[config.mk]
export PLATFORM = sky130hd
export DESIGN_NAME = rc_control_voltage
export DESIGN_NICKNAME = d
export VERILOG_FILES = /design/src/rtl/rc_control_voltage.sv
export SDC_FILE = /design/constraint.sdc
export NUM_CORES = 1
export LEC_CHECK = 0
export CORE_UTILIZATION = 55
export DETAILED_ROUTE_END_ITERATION = 8
export PLACE_DENSITY = 0.75
export SLEW_MARGIN = 20
export SYNTH_ARGS = -nofsm -noshare
export SYNTH_HDL_FRONTEND = slang
export SYNTH_SLANG_ARGS = --single-unit
[constraint.sdc]
create_clock -name clk -period 6.2 [get_ports clk]
set_input_delay 1.24 -clock clk [delete_from_list [all_inputs] [get_ports clk]]
set_output_delay 1.24 -clock clk [all_outputs]
set_load 0.1 [all_outputs]
[src/rtl/rc_control_voltage.sv]
// RC capacitor model for the 555 VCO control voltage: once per audio sample, v_control
// moves a fixed fraction of the remaining distance toward V_HIGH (charge) or V_LOW (discharge).
module rc_control_voltage #(
    parameter int CLOCK_RATE   = 50000000,
    parameter int SAMPLE_RATE  = 48000,
    parameter int R_CHARGE     = 47000,
    parameter int R_DISCHARGE  = 27000,
    parameter int C_35_SHIFTED = 1134,
    parameter int V_HIGH       = 16384,
    parameter int V_LOW        = 0
) (
    input  logic               clk,
    input  logic               I_RST,
    input  logic               audio_clk_en,
    input  logic               charge,
    output logic signed [15:0] v_control,
    output logic               settled,
    output logic               busy
);

    // Per-sample fraction 1/(fs*R*C) in Q16; C carries a 2^35 scale, hence 2^51 on top.
    localparam longint K_CHG_RAW = (longint'(1) <<< 51) /
        (longint'(SAMPLE_RATE) * longint'(R_CHARGE) * longint'(C_35_SHIFTED));
    localparam longint K_DIS_RAW = (longint'(1) <<< 51) /
        (longint'(SAMPLE_RATE) * longint'(R_DISCHARGE) * longint'(C_35_SHIFTED));

    localparam logic [15:0] K_CHG = (K_CHG_RAW > 64'sd65535) ? 16'hFFFF : 16'(K_CHG_RAW);
    localparam logic [15:0] K_DIS = (K_DIS_RAW > 64'sd65535) ? 16'hFFFF : 16'(K_DIS_RAW);

    localparam logic signed [15:0] P_VHIGH = 16'(V_HIGH);
    localparam logic signed [15:0] P_VLOW  = 16'(V_LOW);

    // Four clocks per update is the pipeline depth, so the strobe must be at least that sparse.
    if (CLOCK_RATE < 4 * SAMPLE_RATE || V_HIGH < 1 || V_HIGH > 32767 ||
        V_LOW >= V_HIGH || V_LOW < -32768) begin : g_bad_params
        $error("rc_control_voltage: illegal parameter set");
    end

    typedef enum logic [1:0] {
        S_IDLE = 2'd0,
        S_DIFF = 2'd1,
        S_MUL  = 2'd2,
        S_ACC  = 2'd3
    } state_t;

    state_t             r_state;
    logic signed [15:0] r_v;
    logic signed [15:0] r_target;
    logic        [15:0] r_k;
    logic signed [16:0] r_diff;
    logic signed [33:0] r_prod;
    logic               r_settled;
    logic               r_busy;

    logic signed [17:0] w_shift;
    logic signed [17:0] w_step;
    logic signed [15:0] w_v_next;

    // Floor of prod/2^16; K < 2^16 keeps |step| <= |diff|, so the sum never leaves the rails.
    assign w_shift = 18'(r_prod >>> 16);

    // A residual too small to move by the fractional rule still creeps one LSB per sample.
    always_comb begin
        w_step = w_shift;
        if (w_shift == '0 && r_diff != '0) begin
            w_step = r_diff[16] ? -18'sd1 : 18'sd1;
        end
    end

    assign w_v_next = 16'(r_v + w_step);

    always_ff @(posedge clk) begin
        if (I_RST) begin
            r_state   <= S_IDLE;
            r_v       <= P_VLOW;
            r_target  <= P_VLOW;
            r_k       <= '0;
            r_diff    <= '0;
            r_prod    <= '0;
            r_settled <= 1'b1;
            r_busy    <= 1'b0;
        end else begin
            case (r_state)
                S_IDLE: begin
                    if (audio_clk_en) begin
                        r_target <= charge ? P_VHIGH : P_VLOW;
                        r_k      <= charge ? K_CHG : K_DIS;
                        r_busy   <= 1'b1;
                        r_state  <= S_DIFF;
                    end
                end
                S_DIFF: begin
                    r_diff  <= {r_target[15], r_target} - {r_v[15], r_v};
                    r_state <= S_MUL;
                end
                S_MUL: begin
                    r_prod  <= r_diff * $signed({1'b0, r_k});
                    r_state <= S_ACC;
                end
                S_ACC: begin
                    r_v       <= w_v_next;
                    r_settled <= (w_v_next == r_target);
                    r_busy    <= 1'b0;
                    r_state   <= S_IDLE;
                end
                default: r_state <= S_IDLE;
            endcase
        end
    end

    assign v_control = r_v;
    assign settled   = r_settled;
    assign busy      = r_busy;

endmodule

==> Word-level counts from Yosys, hierarchy flattened <==
Index checks and enable logic that the tools add are counted.
{ "word_totals": {"regBits": 102, "n_memories": 0, "rom_bits": 0, "latchBits": 0, "output_inout_bits": 18, "inputBits": 4, "mem_bits_rw": 0} }
{ "classes": {"multipliers": 1, "add_sub_neg": 2, "magnitude_cmp": 0, "n_eq_ne": 5, "shifts": 0, "mux": 8, "n_div": 0, "n_reduce_logical": 7, "bitwise_logic": 0} }
{ "ops": {"columns": ["operator", "count"], "rows": [
  ["$mul 17x17->34", 1],
  ["$mux 16", 2],
  ["$logic_not 18->1", 1],
  ["$reduce_bool 17->1", 1],
  ["$sub 16x16->17", 1],
  ["$add 16x16->16", 1],
  ["$eq 16x16->1", 1],
  ["$mux 15", 1],
  ["$mux 11", 1],
  ["$pmux 2 s4", 1],
  ["$eq 2x2->1 const B", 2],
  ["$reduce_and 2->1", 2],
  ["$eq 2x1->1 const B", 1],
  ["$logic_not 2->1", 1],
  ["$mux 2", 1],
  ["$ne 2x2->1 const B", 1],
  ["$pmux 1 s2", 1],
  ["$reduce_bool 2->1", 1],
  ["$logic_and 1x1->1", 1],
  ["$mux 1", 1]
]} }

==> Logic depth before layout (Yosys ltp) <==
{ "depth": {"ltp_word": 5, "ltp_mapped": 25, "ltp_nobuf": 22} }

==> Least setup slack after synthesis <==
OpenSTA, ideal clock, no wires.
{ "synth_timing": {"kind": "register -> register", "from": "reg r_k[8]", "to": "reg r_prod[30]", "arrival_time_ns": 5.817, "path_stages_with_launch": 24, "setup_time_ns": 0.134, "setup_slack_ns": 0.249, "path_buffers": 3, "cell_sequence": "dfxtp_1 clkbuf_1 clkbuf_1 nand2_1 inv_1 fa_1 inv_1 fa_1 inv_1 fa_1 ha_1 fa_1 inv_1 fa_1 inv_1 ha_1 clkbuf_1 a21o_1 a21oi_1 nand2_1 o21ai_1 o211ai_2 nor4bb_1 or4_1"} }
{ "synth_between": {"elab_chain_len": 1} }
{ "synth_lines": {"columns": ["element", "line_no", "source"], "rows": [
  ["start: declaration", "49", "logic [15:0] r_k;"],
  ["start signal: assignment", "87", "r_k <= charge ? K_CHG : K_DIS;"],
  ["$mul 17x17->34", "97", "r_prod <= r_diff * $signed({1'b0, r_k});"],
  ["end signal: assignment", "97", null],
  ["end: declaration", "51", "logic signed [33:0] r_prod;"]
]} }
No other way between the ends.
A chain may end at the register's enable or synchronous reset.

==> Worst setup path after layout <==
Ends and elaborated chain as after synthesis.

==> results.cfg <==
[logic_synthesis]
ys_ff_latch = 58
synth_top_area_share_pct = 21.9
syn_inst = 1106
syn_area_um2 = 9410
synth_ff_type = dfxtp_1
avgSynthCellArea_um2 = 8.51
synthArstFlopShare_pct = 0
synth_nets = 1353
ys_warn_count = 0
synth.most_common_cell = inv_1
ys_top_cells_by_area = fa_1 (22%), ha_1 (19%), dfxtp_1 (12%)
yosysSeqAreaShare_pct = 12.3
synth-edff-count = 0
yosys.area.top_type = fa_1
netlist_top_cells_count = inv_1 (210), ha_1 (140), fa_1 (103)
synth.distinct_cells = 68

[timing]
drv_slew = 0
max_freq_ghz = 0.170
maxSlewHeadroom_pct = 29.1
setup_tns_ps = 0
post-route-period-util_pct = 95.0
post-route-min-period_ps = 5890
clock-skew-final_ps = 8.16
tightest_slew_ps = 1060
hold_violations = 0
rsz0062_at_grt = no
setup_viol = 0
setup_ws_ps = 313

[power]
p_leak_nw = 5.72
vdd_drop_max_v = 0.000192
powerDensity_nw_per_um2 = 220

[min_path]
holdCritPathClass = flip-flop to flip-flop
hold_depth = 2
min-delay-start = settled
hold_end = settled

[floorplanning]
num_rows = 47
die_w_um = 133
pin_count = 22
fp.dieH_um = 133
start_util_pct = 56.5
die-area_um2 = 17600
coreArea_um2 = 16600

[routing]
drt_wl_total_mm = 21.5
ant_nets = 0
drc_errors = 0
via_count = 7469
via_per_inst = 5.56
dr.pass1.iters = 5
first_iter_violations = 465
avgRoutedWirePerCell_um = 16.0

[cells_and_area]
final_util_pct = 61.4
syn_to_final_growth_pct = 8.55
drive_gt1_share_pct = 5.07
nets = 1367
diodes = 0

[worst_setup_path]
start_kind = flip-flop
critPathCaptureType = flip-flop
reg2reg_depth = 20
cp_max_fo = 30
r2r-start = r_k[8]
arrival_ps = 6090
crit_type = flip-flop to flip-flop
r2r_end = r_prod[30]
r2r_slack_ps = 310
required_ps = 6400

[clock_network]
post_cts_buffers = 0
clk-insertion-delay-late_ps = 330
clockBufferDepth = 2
clock_sinks = 58
clk_pin_slew_ps = 50
cts_max_level = 3
cts_tree = built
numCtsBuffers = 9
root_buffer = clkbuf_16

[placement]
io_buffers = 21
dp_slack_ps = 57.7
place.gp.congestion = 0.887
dp_hpwl_mm = 17.9

[outcome]
status = finished, final reports clean

[flow_run]
maxCapViolCount = 0

[global_route]
grt.total_usage_pct = 26.1
antenna_found_initial = 0
grt.overflow.total = 0
grt_pass1_wl_mm = 36.5
grt_pass1_vias = 7620
grt_max_degree = 67
## worst max-delay path, cell delays in order, from the launching register on
cell and delay (ps):
dfxtp_1 320, buf_12 170, nand2_1 160, inv_1 110
fa_1 490, inv_1 50, fa_1 530, inv_1 60
fa_1 460, ha_1 330, fa_1 510, fa_1 490
ha_1 320, a21o_1 190, a21o_1 180, a21oi_1 230
nand2_1 90, o21ai_1 250, o211ai_2 150, nor4bb_1 160
or4_1 510
## layout by cell type (no fill, tap or decap), drive strengths merged, types with 6 or more instances in the layout
master         count
nor3              15
and2              14
xor2              26
a21o              27
clkdlybuf4s50     20
o22ai              6
o211ai             7
nand2             95
dfxtp             58
o21a               7
and3               6
nand4              9
inv              210
a31oi              7
clkbuf            12
nor4              11
a21oi             28
o21bai            17
mux2i             30
nor2              77
nand3             10
xnor2             38
a211oi            13
buf               25
ha               140
fa               103
nand2b            26
o21ai             20
maj3               6
## cells by family after synthesis
kind of cell	after synthesis	synth area share (%)
buffers and inverters	252	10.1
adder cells (fa/ha/maj)	249	41.2
flip-flops	58	12.3
multiplexers	30	3.19
XOR/XNOR	65	6.20
AO/OA/AOI/OAI	164	12.3
AND/OR/NAND/NOR	288	14.8
## report_power, final
| part | internal [mW] | switching [mW] | leakage (nW) |
|---|---|---|---|
| clock | 0.287 | 0.167 | 0.138 |
| combinational | 0.513 | 0.778 | 5.11 |
| sequential | 0.431 | 0.0746 | 0.470 |
## state kept, by name, indices dropped and copies added, names as in the netlist
register	count
v_control	16
r_diff	17
r_state	2
settled	1
r_prod	18
busy	1
r_k	3
## worst max path at each step
stage          depth (start not counted)          to    from
6_report                              20  r_prod[30]  r_k[8]
5_1_grt                               20  r_prod[30]  r_k[8]
4_1_cts                               20  r_prod[31]  r_k[7]
3_5_place_dp                          20  r_prod[31]  r_k[7]
3_3_place_gp                          20  r_prod[30]  r_k[7]
2_1_floorplan                         23  r_prod[30]  r_k[8]
## stage by stage
stage | hold WS (ps) | power, mW | cell area [µm²] | instances
after global placement | 464 | 1.77 | 9920 | 1329
after global routing | 504 | 2.44 | 10200 | 1344
final | 470 | 2.25 | 10200 | 1344
after detailed placement | 464 | 1.80 | 9920 | 1329
after CTS | 476 | 2.26 | 10200 | 1344
after floorplan | 439 | 1.47 | 9410 | 1106
## repair_timing
item	4_1_cts	5_1_grt
gates resized for setup	0	5
hold endpoints to repair	0	0
endpoints found under the setup margin	0	7
hold buffers	0	0
## layout make-up
class                           instances  area (µm²)
Fill cell                            1482        6430
Timing Repair Buffer                   45         398
Tap cell                              220         275
Multi-Input combinational cell        796        7320
Clock buffer                           12         256
Sequential cell                        58        1160
Clock inverter                          3        15.0
Inverter                              210         788
## layer usage
metal,track usage (%),up-vias,part of all wire [%],wire length (µm)
met5,0,-,0,0
li1,-,3671,-,-
met3,3.83,36,3.7,785
met1,33.3,3600,44,9540
met4,7.15,0,2.4,505
met2,45.9,162,50,10600
No activity file was read; power rests on OpenSTA's default activity.
